===== src/rtl/mem_bus_arbiter.sv =====
// rtl/mem_bus_arbiter.sv - single-owner arbiter for the shared memory port (I-cache, D-cache, DMA)
module mem_bus_arbiter #(
  parameter int WORD_SIZE = 16,
  parameter int READ_SIZE = 4 * WORD_SIZE
) (
  input  logic                 clk,
  input  logic                 reset_n,
  input  logic                 ic_readM,
  input  logic [WORD_SIZE-1:0] ic_address,
  output logic                 ic_input_readyM,
  input  logic                 dc_readM,
  input  logic                 dc_writeM,
  input  logic [WORD_SIZE-1:0] dc_address,
  input  logic [READ_SIZE-1:0] dc_wdata,
  output logic                 dc_input_readyM,
  output logic                 dc_doneM,
  input  logic                 dma_br,
  output logic                 dma_bg,
  input  logic                 dma_writeM,
  input  logic [WORD_SIZE-1:0] dma_address,
  input  logic [READ_SIZE-1:0] dma_wdata,
  output logic                 dma_doneM,
  output logic                 bus_granted,
  output logic                 mem_readM,
  output logic                 mem_writeM,
  output logic [WORD_SIZE-1:0] mem_address,
  output logic [READ_SIZE-1:0] mem_wdata,
  input  logic [READ_SIZE-1:0] mem_rdata,
  output logic [READ_SIZE-1:0] rdata,
  input  logic                 mem_input_readyM,
  input  logic                 mem_doneM,
  output logic [WORD_SIZE-1:0] num_dma_grants,
  output logic [WORD_SIZE-1:0] num_conflict_cycles
);

  typedef enum logic [1:0] {S_IDLE, S_IC, S_DC, S_DMA} state_t;

  state_t               r_state;
  logic                 r_last_dc;
  logic [WORD_SIZE-1:0] r_num_dma_grants;
  logic [WORD_SIZE-1:0] r_num_conflict_cycles;

  logic w_ic_req;
  logic w_dc_req;
  logic w_conflict;

  assign w_ic_req = ic_readM;
  assign w_dc_req = dc_readM | dc_writeM;

  always_comb begin
    w_conflict = 1'b0;
    case (r_state)
      S_IC:    w_conflict = w_dc_req | dma_br;
      S_DC:    w_conflict = w_ic_req | dma_br;
      S_DMA:   w_conflict = w_ic_req | w_dc_req;
      default: w_conflict = 1'b0;
    endcase
  end

  // r_last_dc starts at 0 (I-cache) so the D-cache wins the first tie
  always_ff @(posedge clk) begin
    if (!reset_n) begin
      r_state               <= S_IDLE;
      r_last_dc             <= 1'b0;
      r_num_dma_grants      <= '0;
      r_num_conflict_cycles <= '0;
    end else begin
      if (w_conflict) r_num_conflict_cycles <= r_num_conflict_cycles + 1'b1;
      case (r_state)
        S_IDLE: begin
          if (dma_br) begin
            r_state          <= S_DMA;
            r_num_dma_grants <= r_num_dma_grants + 1'b1;
          end else if (w_ic_req && w_dc_req) begin
            r_state <= r_last_dc ? S_IC : S_DC;
          end else if (w_dc_req) begin
            r_state <= S_DC;
          end else if (w_ic_req) begin
            r_state <= S_IC;
          end
        end
        S_IC: begin
          if (!ic_readM) begin
            r_state <= S_IDLE;
          end else if (mem_input_readyM) begin
            r_state   <= S_IDLE;
            r_last_dc <= 1'b0;
          end
        end
        S_DC: begin
          if (dc_readM) begin
            if (mem_input_readyM) begin
              r_state   <= S_IDLE;
              r_last_dc <= 1'b1;
            end
          end else if (dc_writeM) begin
            if (mem_doneM) begin
              r_state   <= S_IDLE;
              r_last_dc <= 1'b1;
            end
          end else begin
            r_state <= S_IDLE;
          end
        end
        S_DMA: begin
          if (!dma_br) r_state <= S_IDLE;
        end
        default: r_state <= S_IDLE;
      endcase
    end
  end

  always_comb begin
    ic_input_readyM = 1'b0;
    dc_input_readyM = 1'b0;
    dc_doneM        = 1'b0;
    dma_bg          = 1'b0;
    dma_doneM       = 1'b0;
    bus_granted     = 1'b0;
    mem_readM       = 1'b0;
    mem_writeM      = 1'b0;
    mem_address     = '0;
    mem_wdata       = '0;
    case (r_state)
      S_IC: begin
        mem_readM       = ic_readM;
        mem_address     = ic_address;
        ic_input_readyM = mem_input_readyM;
      end
      S_DC: begin
        mem_readM       = dc_readM;
        mem_writeM      = dc_writeM & ~dc_readM;
        mem_address     = dc_address;
        mem_wdata       = dc_wdata;
        dc_input_readyM = mem_input_readyM;
        dc_doneM        = mem_doneM;
      end
      S_DMA: begin
        dma_bg      = 1'b1;
        bus_granted = 1'b1;
        mem_writeM  = dma_writeM;
        mem_address = dma_address;
        mem_wdata   = dma_wdata;
        dma_doneM   = mem_doneM;
      end
      default: ;
    endcase
  end

  assign rdata               = mem_rdata;
  assign num_dma_grants      = r_num_dma_grants;
  assign num_conflict_cycles = r_num_conflict_cycles;

endmodule


===== config.mk =====
export PLATFORM = sky130hd
export DESIGN_NAME = mem_bus_arbiter
export DESIGN_NICKNAME = d
export VERILOG_FILES = /design/src/rtl/mem_bus_arbiter.sv
export SDC_FILE = /design/constraint.sdc
export NUM_CORES = 1
export LEC_CHECK = 0
export BUFFER_PORTS_ARGS = -buffer_cell sky130_fd_sc_hd__buf_2
export CORE_AREA = 3 3 167 169
export CTS_BUF_LIST = sky130_fd_sc_hd__clkbuf_16
export CTS_CLUSTER_DIAMETER = 100
export DETAILED_ROUTE_END_ITERATION = 6
export DIE_AREA = 0 0 170 172
export GPL_TIMING_DRIVEN = 0
export HOLD_SLACK_MARGIN = 0.06
export SETUP_SLACK_MARGIN = 0.4
export SLEW_MARGIN = 30
export SYNTH_ARGS = -nofsm -noshare
export SYNTH_HDL_FRONTEND = slang
export SYNTH_SLANG_ARGS = --single-unit

===== constraint.sdc =====
create_clock -name clk -period 2.3 [get_ports clk]
set_input_delay 0.345 -clock clk [delete_from_list [all_inputs] [get_ports clk]]
set_output_delay 0.345 -clock clk [all_outputs]
set_load 0.005 [all_outputs]

==> results_dict.tcl <==
set metrics [dict create \
    rsz0062_at_grt "true" \
    initial_utilization_pct 12.7 \
    status "finished, final reports clean" \
    layout_common_cells "buf_2 (367), nor2_1 (108), buf_4 (83), a22oi_2 (47), dfxtp_1 (33)" \
    final.period_utilization_pct 95.7 \
    drtPass1Iterations 7 \
    area_delta_synth_final_pct 106 \
    min_period_ns 2.20 \
    dp_cells 1179 \
    worst_pin_slew_ns 0.542 \
    clock_sinks 35 \
    place_congestion 0.973 \
    crit_chain "buf_6 > inv_4 > ha_4 > buf_8 > buf_8 > a222oi_1 > nor2_2 > buf_2" \
    worstHoldPathType "input port to flip-flop" \
    leakage_nw 3.30 \
    cts.reportedPaths.clkPinSlew_ns 0.06 \
    synth_warnings 0 \
    wl_um 23100 \
    numPortBuffers 368 \
    synth_top_area_share_pct 20.7 \
    drt-vias-per-instance 4.26 \
    worst-path-buf-inv 5 \
    multi_input_area_um2 2510 \
    ios 433 \
    cp_top_family "buffers and inverters" \
    synth_fp_nets 728 \
    drtAntennaViolNets 0 \
    grt_max_degree 13 \
    crit_fanout 5 \
    cts-root-buf "clkbuf_16" \
    cts.path.max_buffers 2 \
    syn_area_per_cell_um2 7.20 \
    skew_ns 0.00576 \
    hold_buffers 0 \
    drt-initial-drc-count 367 \
    max-vdd-ir-drop_mv 0.371 \
    nets 1131 \
    cts_tree "done" \
    seq_area_um2 708 \
    max_freq_mhz 454 \
    htreeDepth 2 \
    place_ws_ns -0.759 \
    synth-edff-count 0 \
    num_rows 60 \
    crit_top_cell "buf_8" \
    core-area_um2 26700 \
    globalRouteOverflowTotal 0 \
    cp.required_ns 1.96 \
    slowest_delay_ns 0.38 \
    crit_type "flip-flop to output pin" \
    arrival_ns 1.86 \
    async_flop_share_pct 0 \
    antenna_cells 0 \
    die_x_um 170 \
    cts-buffers-inserted 5 \
    maxCapViolCount 0 \
    grt_first_pass_wirelength_um 29900 \
    synth_cell_types 39 \
    mostFrequentLayoutCell "buf_2" \
    post-dp-hpwl_um 18600 \
    instances_no_fill 1215 \
    syn_inst 470 \
    syn_area_um2 3380 \
    antenna_found_initial 3 \
    grt_usage_pct 13.6 \
    total_power_mw 2.97 \
    maxSlewViolCount 0 \
    drc 0 \
    finalSetupViolCount 0 \
    cpMaxStageDelayCell "dfxtp_4" \
    synth_flop_cell "dfxtp_1" \
    drive_gt1_share_pct 66.9 \
    dieArea_um2 29200 \
    synth_seq_area_share_pct 20.7 \
    synth_top_area_cell "dfxtp_1" \
    ys_ff_latch 35 \
    nFillCells 2948 \
    die_y_um 172 \
    crit_path_end_kind "output pin" \
    worstSkewPairLatency_ns 0.28 \
    worst-r2r-setup-slack_ns 0.23 \
    startpoint_type "flip-flop" \
    synth_area_leaders "dfxtp_1 (21%), a22oi_1 (15%), buf_4 (15%), nor2_1 (13%), a222oi_1 (4.7%)" \
    routed-via-count 5171 \
    powerDensity_nw_per_um2 426 \
    slew_headroom_pct 63.9 \
    grt_pass1_vias 4626 \
    detail_route.wl_per_cell_um 19.0 \
    hold_violations 0 \
    timing.final.ws_setup_ns 0.0979 \
]
[state kept, by name (all words and copies together), names as in the netlist]
register             cells
r_state                  2
r_last_dc                1
num_dma_grants          16
num_conflict_cycles     16
[per-stage QoR]
step	area [um^2]	hold slack [ns]	utilization, %	setup TNS, ns
2_1_floorplan	3380	0.457	-	0
3_3_place_gp	5650	0.482	21.1	-29.04
3_5_place_dp	5650	0.484	21.1	-29.44
4_1_cts	6450	0.347	24.1	0
5_1_grt	6970	0.357	26.1	0
6_report	6970	0.345	26.1	0
[per-layer routing]
metal	global-route usage [%]	vias up	routed length (um)
met4	2.57	6	536
met2	24.1	247	11500
met1	17.0	2452	9370
met3	3.11	31	1680
met5	0	-	34
li1	-	2435	-
[report_power, final]
group          internal [mW]  switching [mW]  total [mW]
clock                  0.621           0.258       0.879
sequential             0.622          0.0196       0.642
combinational          0.722           0.727        1.45
[path summary, 6_finish.rpt]
check	startpoint	depth (start not counted)	endpoint
worst max register to register	r_state[0]	8	num_conflict_cycles[14]
worst min-delay path	reset_n	2	num_dma_grants[10]
worst max-delay path	r_state[1]	8	mem_address[13]
worst min register to register	r_last_dc	2	r_last_dc
[logic make-up after synthesis]
group | synth area share (%)
AO/OA/AOI/OAI | 26.6
XOR/XNOR | 6.73
adder cells (fa/ha/maj) | 3.33
buffers and inverters | 19.5
flip-flops | 20.7
multiplexers | 0.592
AND/OR/NAND/NOR | 22.6
[synth_stat cells (all sizes together) (7+ instances only)]
master	n
a21oi	10
buf	71
clkbuf	31
dfxtp	35
xnor2	18
a22oi	66
nor2	114
ha	9
inv	7
nand3	13
a222oi	16
a211oi	8
nand2	17
xor2	8
[what timing repair did]
action                     in CTS  in global routing
resized for setup             137                 75
gates cloned                    0                  4
setup buffers                   8                 16
setup endpoints to repair     105                109
pin swaps                      30                 26
[layout make-up]
cell class                 count  area share, %
multi-input combinational    326           36.0
buffer                       102           13.5
timing repair buffer         396           31.1
clock inverter                 3          0.969
sequential                    35           10.2
tap                          341           6.12
inverter                       7          0.413
clock buffer                   5           1.79
Power figures use the tool's default switching activity.
